$ cat src/rtl/pattern_player.sv
// pattern_player: plays a DEPTH x DW pattern memory over a valid/ready stream; PLAYER_LOOP_EN adds the loop port
module pattern_player #(
  parameter int DW = 8,
  parameter int DEPTH = 16,
  parameter int AW = 4
) (
  input  logic          clk,
  input  logic          rst,
  input  logic          wr_en,
  input  logic [AW-1:0] wr_addr,
  input  logic [DW-1:0] wr_data,
  input  logic          start,
  input  logic          stop,
  input  logic [AW-1:0] last_idx,
`ifdef PLAYER_LOOP_EN
  input  logic          loop,
`endif
  output logic          out_valid,
  input  logic          out_ready,
  output logic [DW-1:0] out_data,
  output logic [AW-1:0] out_addr,
  output logic          busy,
  output logic          done
);
  typedef enum logic {IDLE, PLAY} state_t;
  state_t state, state_n;
  logic [DW-1:0] mem [DEPTH];
  logic [DW-1:0] data_n;
  logic [AW-1:0] last, last_n, addr_n, nxt;
  logic loop_r, loop_n, loop_in, done_n, fire;
`ifdef PLAYER_LOOP_EN
  assign loop_in = loop;
`else
  assign loop_in = 1'b0;
`endif
  assign out_valid = state == PLAY;
  assign busy = state == PLAY;
  assign fire = out_valid & out_ready;
  assign nxt = out_addr + AW'(1);
  // pattern memory is writable only while idle and is never cleared
  always_ff @(posedge clk)
    if (wr_en && state == IDLE) mem[wr_addr] <= wr_data;
  // state and output registers
  always_ff @(posedge clk)
    if (rst) begin
      state <= IDLE;
      out_data <= '0;
      out_addr <= '0;
      last <= '0;
      loop_r <= 1'b0;
      done <= 1'b0;
    end else begin
      state <= state_n;
      out_data <= data_n;
      out_addr <= addr_n;
      last <= last_n;
      loop_r <= loop_n;
      done <= done_n;
    end
  // next state: start loads entry 0, each transfer advances, stop aborts without done
  always_comb begin
    state_n = state;
    data_n = out_data;
    addr_n = out_addr;
    last_n = last;
    loop_n = loop_r;
    done_n = 1'b0;
    if (state == IDLE) begin
      if (start) begin
        state_n = PLAY;
        addr_n = '0;
        data_n = mem[0];
        last_n = last_idx;
        loop_n = loop_in;
      end
    end else if (stop) begin
      state_n = IDLE;
    end else if (fire) begin
      if (out_addr != last) begin
        addr_n = nxt;
        data_n = mem[nxt];
      end else if (loop_r) begin
        addr_n = '0;
        data_n = mem[0];
      end else begin
        state_n = IDLE;
        done_n = 1'b1;
      end
    end
  end
endmodule

$ cat config.mk
export PLATFORM = sky130hd
export DESIGN_NAME = pattern_player
export DESIGN_NICKNAME = d
export VERILOG_FILES = /design/src/rtl/pattern_player.sv
export SDC_FILE = /design/constraint.sdc
export NUM_CORES = 1
export LEC_CHECK = 0
export ABC_AREA = 1
export BUFFER_PORTS_ARGS = -buffer_cell sky130_fd_sc_hd__buf_2
export CAP_MARGIN = 5
export CORE_UTILIZATION = 38
export CTS_CLUSTER_DIAMETER = 30
export DETAILED_ROUTE_END_ITERATION = 12
export PLACE_DENSITY = 0.64
export SLEW_MARGIN = 20
export SYNTH_ARGS = -nofsm -noshare
export SYNTH_HDL_FRONTEND = slang
export SYNTH_SLANG_ARGS = --single-unit
$ cat constraint.sdc
create_clock -name clk -period 3.6 [get_ports clk]
set_clock_uncertainty 0.15 [all_clocks]
set_input_delay 0.72 -clock clk [delete_from_list [all_inputs] [get_ports clk]]
set_output_delay 0.72 -clock clk [all_outputs]
set_load 0.02 [all_outputs]
## Word-level counts from Yosys, hierarchy flattened

Memory sizes are Yosys's and may differ from the RTL's.
Cells that the tools add are included.

- Mux-type cells: 17
- Equal/unequal tests: 4
- Bitwise logic cells: 3
- Add/sub/neg operators: 1
- Reduce and logical (&&, ||, !) cells: 5

Operators with widths:

| cell | number |
|---|---|
| $mux 8 | 5 |
| $mux 4 | 5 |
| $mux 1 | 7 |
| $reduce_or 5->1 | 1 |
| $add 4x1->4 const B | 1 |
| $ne 2x1->1 const B | 2 |
| $ne 4x4->1 | 1 |
| $reduce_and 4->1 | 1 |
| $ne 2x2->1 const B | 1 |
| $not 1->1 | 2 |
| $reduce_and 2->1 | 1 |
| $reduce_bool 2->1 | 1 |
| $and 1x1->1 | 1 |
| $logic_and 1x1->1 | 1 |

- Memories: 1
- Bits in writable memories: 128
- Word-level logic and storage cells: 36
- Bits of input ports: 22
- Register bits after elaboration: 18

Memory list:

| memory | words | width | read ports | clocked after memory_dff | wr ports | RTL line | RTL |
|---|---|---|---|---|---|---|---|
| mem | 16 | 8 | 2 | 0 | 1 | 27 | `logic [DW-1:0] mem [DEPTH];` |

## Longest topological paths before layout

An unclocked memory read counts as a cell.

- Depth in word-level cells: 6
- Depth in mapped cells: 13

## Worst setup path after synthesis

OpenSTA, ideal clock, no wires.

- Kind: input-to-reg
- Start point: in wr_en
- End point: mem mem[12][0] (enable)
- Arrival time: 1448 ps
- Library setup time: 370 ps
- Path slack: 1632 ps
- Stages: 4
- Cell sequence: inv_1 > nor2_1 > nand3_1 > nor2_1

- Cells in the longest elaborated chain, start to end: 3

Ends and longest elaborated chain:

| item | RTL line | RTL |
|---|---|---|
| start, declared | 9 | `input logic wr_en,` |
| $logic_and 1x1->1 | 42 | `if (wr_en && state == IDLE) mem[wr_addr] <= wr_data;` |
| $mux 1 | 42 |  |
| $mux 1 (not written as such) | 42 |  |
| end, declared | 27 |  |

Every way passes these cells.

## Worst setup path after layout

- Start point: reg out_addr[0]
- End point: reg out_data[5]

- Cells in the longest elaborated chain, start to end: 6
- Elaborated cells between the ends (all ways): 9
- Classes of those cells: add/sub (1); eq/ne (2); mux (4); reduce/logical (1); memory (1)

Ends and longest elaborated chain:

| item | RTL line | RTL |
|---|---|---|
| start, declared | 21 | `output logic [AW-1:0] out_addr,` |
| start signal, assigned | 55 | `out_addr <= addr_n;` |
| $add 4x1->4 | 39 | `assign nxt = out_addr + AW'(1);` |
| $mem_v2 16x8 | - |  |
| $mux 8 | 79 | `if (out_addr != last) begin` |
| $mux 8 | 78 | `end else if (fire) begin` |
| $mux 8 | 76 | `end else if (stop) begin` |
| $mux 8 | 68 | `if (state == IDLE) begin` |
| end signal, assigned | 54 | `out_data <= data_n;` |
| end, declared | 20 | `output logic [DW-1:0] out_data,` |

Parallel ways exist; a longest one is shown, timed or not. The select of a mux whose other input is x is not followed.
A chain may end at the register's enable or synchronous reset.

==> results by group <==
Clock network
  • Clk slew on worst S/H paths: 0.06 ns
  • CTS max path bufs: 2
  • Post-cts hold buffer count: 0
  • # clock sinks: 146
  • Root Driver: clkbuf_16
  • Post-CTS Setup Bufs: 0
  • Worst-skew pair later-pin latency: 0.42 ns
  • Num CTS Buffers: 17
  • CTS H-tree depth: 4
  • CTS resizes: 0
  • CTS tree: built

Synth
  • Synth Cell Area: 6350 sq um
  • Share of Yosys cell area claimed by the top area cell type: 60.6%
  • Synth async-reset ratio: 0%
  • EDFF count, synth: approximately 130
  • Yosys top cell by area: edfxtp_1
  • Synth top area cells: edfxtp_1 (61%), nand2_1 (12%), nand3_1 (7.3%)
  • YS warnings: 0
  • Synth unique cells: 26
  • Yosys reg bits: around 150
  • Post-synthesis sequential area ratio: between 60% and 70%
  • Top-count cell post-synth: nand2_1
  • Cells after synthesis: 640
  • Syn avg cell area: 9.92 sq um
  • Syn nets: 663
  • Most frequent cells after synthesis: nand2_1 (208), edfxtp_1 (128), nand3_1 (92), inv_1 (72), nor2_1 (44)
  • Ys flop type: edfxtp_1

Critical path
  • RR Startpoint: out_addr[0]$_SDFFE_PP0P_
  • Crit path to: out_data[5]$_SDFFE_PP0P_
  • Setup crit end kind: flip-flop
  • Flop-to-flop setup slack: 1.08 ns
  • Setup CP Type: reg -> reg
  • CP Launch Point: out_addr[0]$_SDFFE_PP0P_
  • Crit start category: flip-flop
  • Crit Reg-Reg Endpoint: out_data[5]$_SDFFE_PP0P_
  • CP required: 3.79 ns
  • R2r worst-path depth: 7
  • Crit Path Max Fanout: between 70 and 80
  • Critical Path AT: 2.71 ns
  • Max incr delay on CP: roughly 0.63 ns
  • CP cell instances: buf_4 -> nand3_2 -> xor2_1 -> nand3_1 -> nand3_1 -> nand2_1 -> a21oi_1
  • CP most frequent cell: nand3_1
  • Slowest cell on the critical path: xor2_1

Die
  • Core area: 16100 sq um
  • Die Width: around 130 um
  • Die area: between 15000 and 20000 sq um
  • # IOs: 37
  • Die height: 131 um
  • Cell Rows: 46
  • Initial Util: about two fifths

Pwr
  • Pleak: 0.00296 uW
  • VDD IR-drop max: 0.367 mV
  • PwrDens: 522 nW/um^2

Global routing
  • Pin count of the biggest net entering global routing: 72
  • Gr busiest metal: met2
  • Vias in the first global route: 4447
  • M1 GR Usage: 24.8%
  • Antenna violations before repair: 0
  • Global-route wire length before repair: 23800 um
  • Met2 Use GR: between 20 and 30%
  • Total track usage: 18.6%
  • Total gr overflow: 0
  • Met3 Usage GRT: 4.78%

Placement
  • Final HPWL DP: approximately 10000 um
  • Routability cong.: between 0.9 and 1
  • IO buf count: 36
  • Pre-CTS WS: 1.08 ns

Route
  • Via count: 4421
  • DRC: 0
  • ANT nets after route: 0
  • Via density: 4.93
  • Starting DRT DRC Count: between 300 and 400
  • Detailed-route wire length: 15100 um
  • WL/cell: 16.9 um
  • DRT Pass-1 Iters: 5

Final layout
  • Fraction of layout cells with a size suffix above 1: between 10% and 20%
  • N_diodes: 0
  • Final Net Count: about 690
  • Layout area overhead: 14.0%

Timing
  • Final period util: 70.0%
  • Min Tclk post-route: 2.52 ns
  • Final Setup Violations: 0
  • Final hold violations: 0
  • Worst-Margin Slew: roughly 0.83 ns
  • Final TNS setup: 0 ns
  • Pins Over Slew Limit: 0
  • Fmax: 0.397 GHz
  • RSZ-0062 raised after global routing: no
  • Final WS setup: 1.08 ns
  • Slew Limit Headroom: between 40% and 50%

Worst hold path
  • Worst hold path stage count: 2
  • Hold Path Class: reg -> reg

Job
  • Max-Cap Viols: 0

Outcome
  • Status: finished clean
==> logic make-up (layout without fill, tap and decap cells) <==
| logic type | Yosys count | after routing | synth area share [%] |
|---|---|---|---|
| simple gates | 349 | 349 | 22.8 |
| flops | 146 | 146 | 66.2 |
| buf+inv | 104 | 145 | 6.84 |
| compound gates | 35 | 35 | 2.96 |
| xor+xnor | 5 | 5 | 0.927 |
| fa+ha+maj | 1 | 1 | 0.197 |
==> cell type report <==
| type | instances | area (sq um) |
|---|---|---|
| clock inverters | 13 | 133 |
| well taps | 216 | 270 |
| inverters | 74 | 278 |
| multi-input cells | 390 | 1710 |
| fillers | 1535 | 8880 |
| repair buffers | 40 | 210 |
| flip-flops and latches | 146 | 4210 |
| clock buffers | 18 | 429 |
==> placed cells by master, fill, tap and decap left out <==
| master | n |
|---|---|
| or2_4 | 1 |
| nor2_4 | 1 |
| xor2_1 | 3 |
| clkinvlp_2 | 1 |
| o21ai_0 | 12 |
| clkbuf_1 | 1 |
| clkinv_2 | 2 |
| inv_6 | 4 |
| ha_1 | 1 |
| nor2_1 | 44 |
| nand3_2 | 1 |
| o21bai_1 | 1 |
| inv_2 | 2 |
| buf_4 | 4 |
| a21oi_1 | 20 |
| o211ai_1 | 1 |
| bufinv_16 | 2 |
| edfxtp_1 | 128 |
| nand2_2 | 1 |
| clkinv_1 | 2 |
| o22ai_2 | 1 |
| clkinvlp_4 | 2 |
| nor4_1 | 1 |
| nand3_1 | 92 |
| nand2_1 | 208 |
| dfxtp_1 | 17 |
| buf_2 | 36 |
| dfxtp_2 | 1 |
| xor2_2 | 1 |
| xnor2_2 | 1 |
| clkbuf_16 | 17 |
| inv_1 | 72 |
==> critical path: cells and delay by family (launching register included) <==
family          cells  cell delay [ns]
simple gates        4             0.61
buf+inv             1             0.56
compound gates      1             0.14
flops               1             0.34
xor+xnor            1             0.63
==> how the worst min path moves through the flow <==
stage	start	to	slack (ns)
2_1_floorplan	last[0]$_SDFFE_PP0P_	last[0]$_SDFFE_PP0P_	0.29
3_3_place_gp	last[3]$_SDFFE_PP0P_	last[3]$_SDFFE_PP0P_	0.31
3_5_place_dp	last[1]$_SDFFE_PP0P_	last[1]$_SDFFE_PP0P_	0.31
4_1_cts	last[3]$_SDFFE_PP0P_	last[3]$_SDFFE_PP0P_	0.32
5_1_grt	last[3]$_SDFFE_PP0P_	last[3]$_SDFFE_PP0P_	0.35
6_report	last[3]$_SDFFE_PP0P_	last[3]$_SDFFE_PP0P_	0.32
==> power breakdown <==
group / switching (uW) / internal, uW
sequential: 14.1 / 1870
clock: 666 / 1010
combinational: 154 / 55.6
total: 833 / 2940
==> flip-flops by register name, indices dropped and copies added, names as in the netlist <==
register,flops
mem,128
busy,1
out_data,8
last,4
out_addr,4
done,1
==> metal layers <==
layer  routed length [um]  vias up  part of all wire, %
met5                    0        -                    0
met2                 7070      174                   47
met1                 6740     2077                   45
met3                 1020       18                  6.7
met4                  304        0                  2.0
li1                     -     2152                    -
==> through the flow <==
stage               hold slack [ns]  instance area (sq um)  instances  total power [uW]  util (%)
finish                        0.321                   7230        897              3770      44.9
global route                  0.354                   7230        897              3900      44.9
CTS                           0.322                   7230        897              3800      44.9
detailed placement            0.312                   6670        866              2130      41.4
global placement              0.306                   6670        866              2130      41.4
floorplan                     0.294                   6350        640              2040         -
Power figures use the tool's default switching activity.
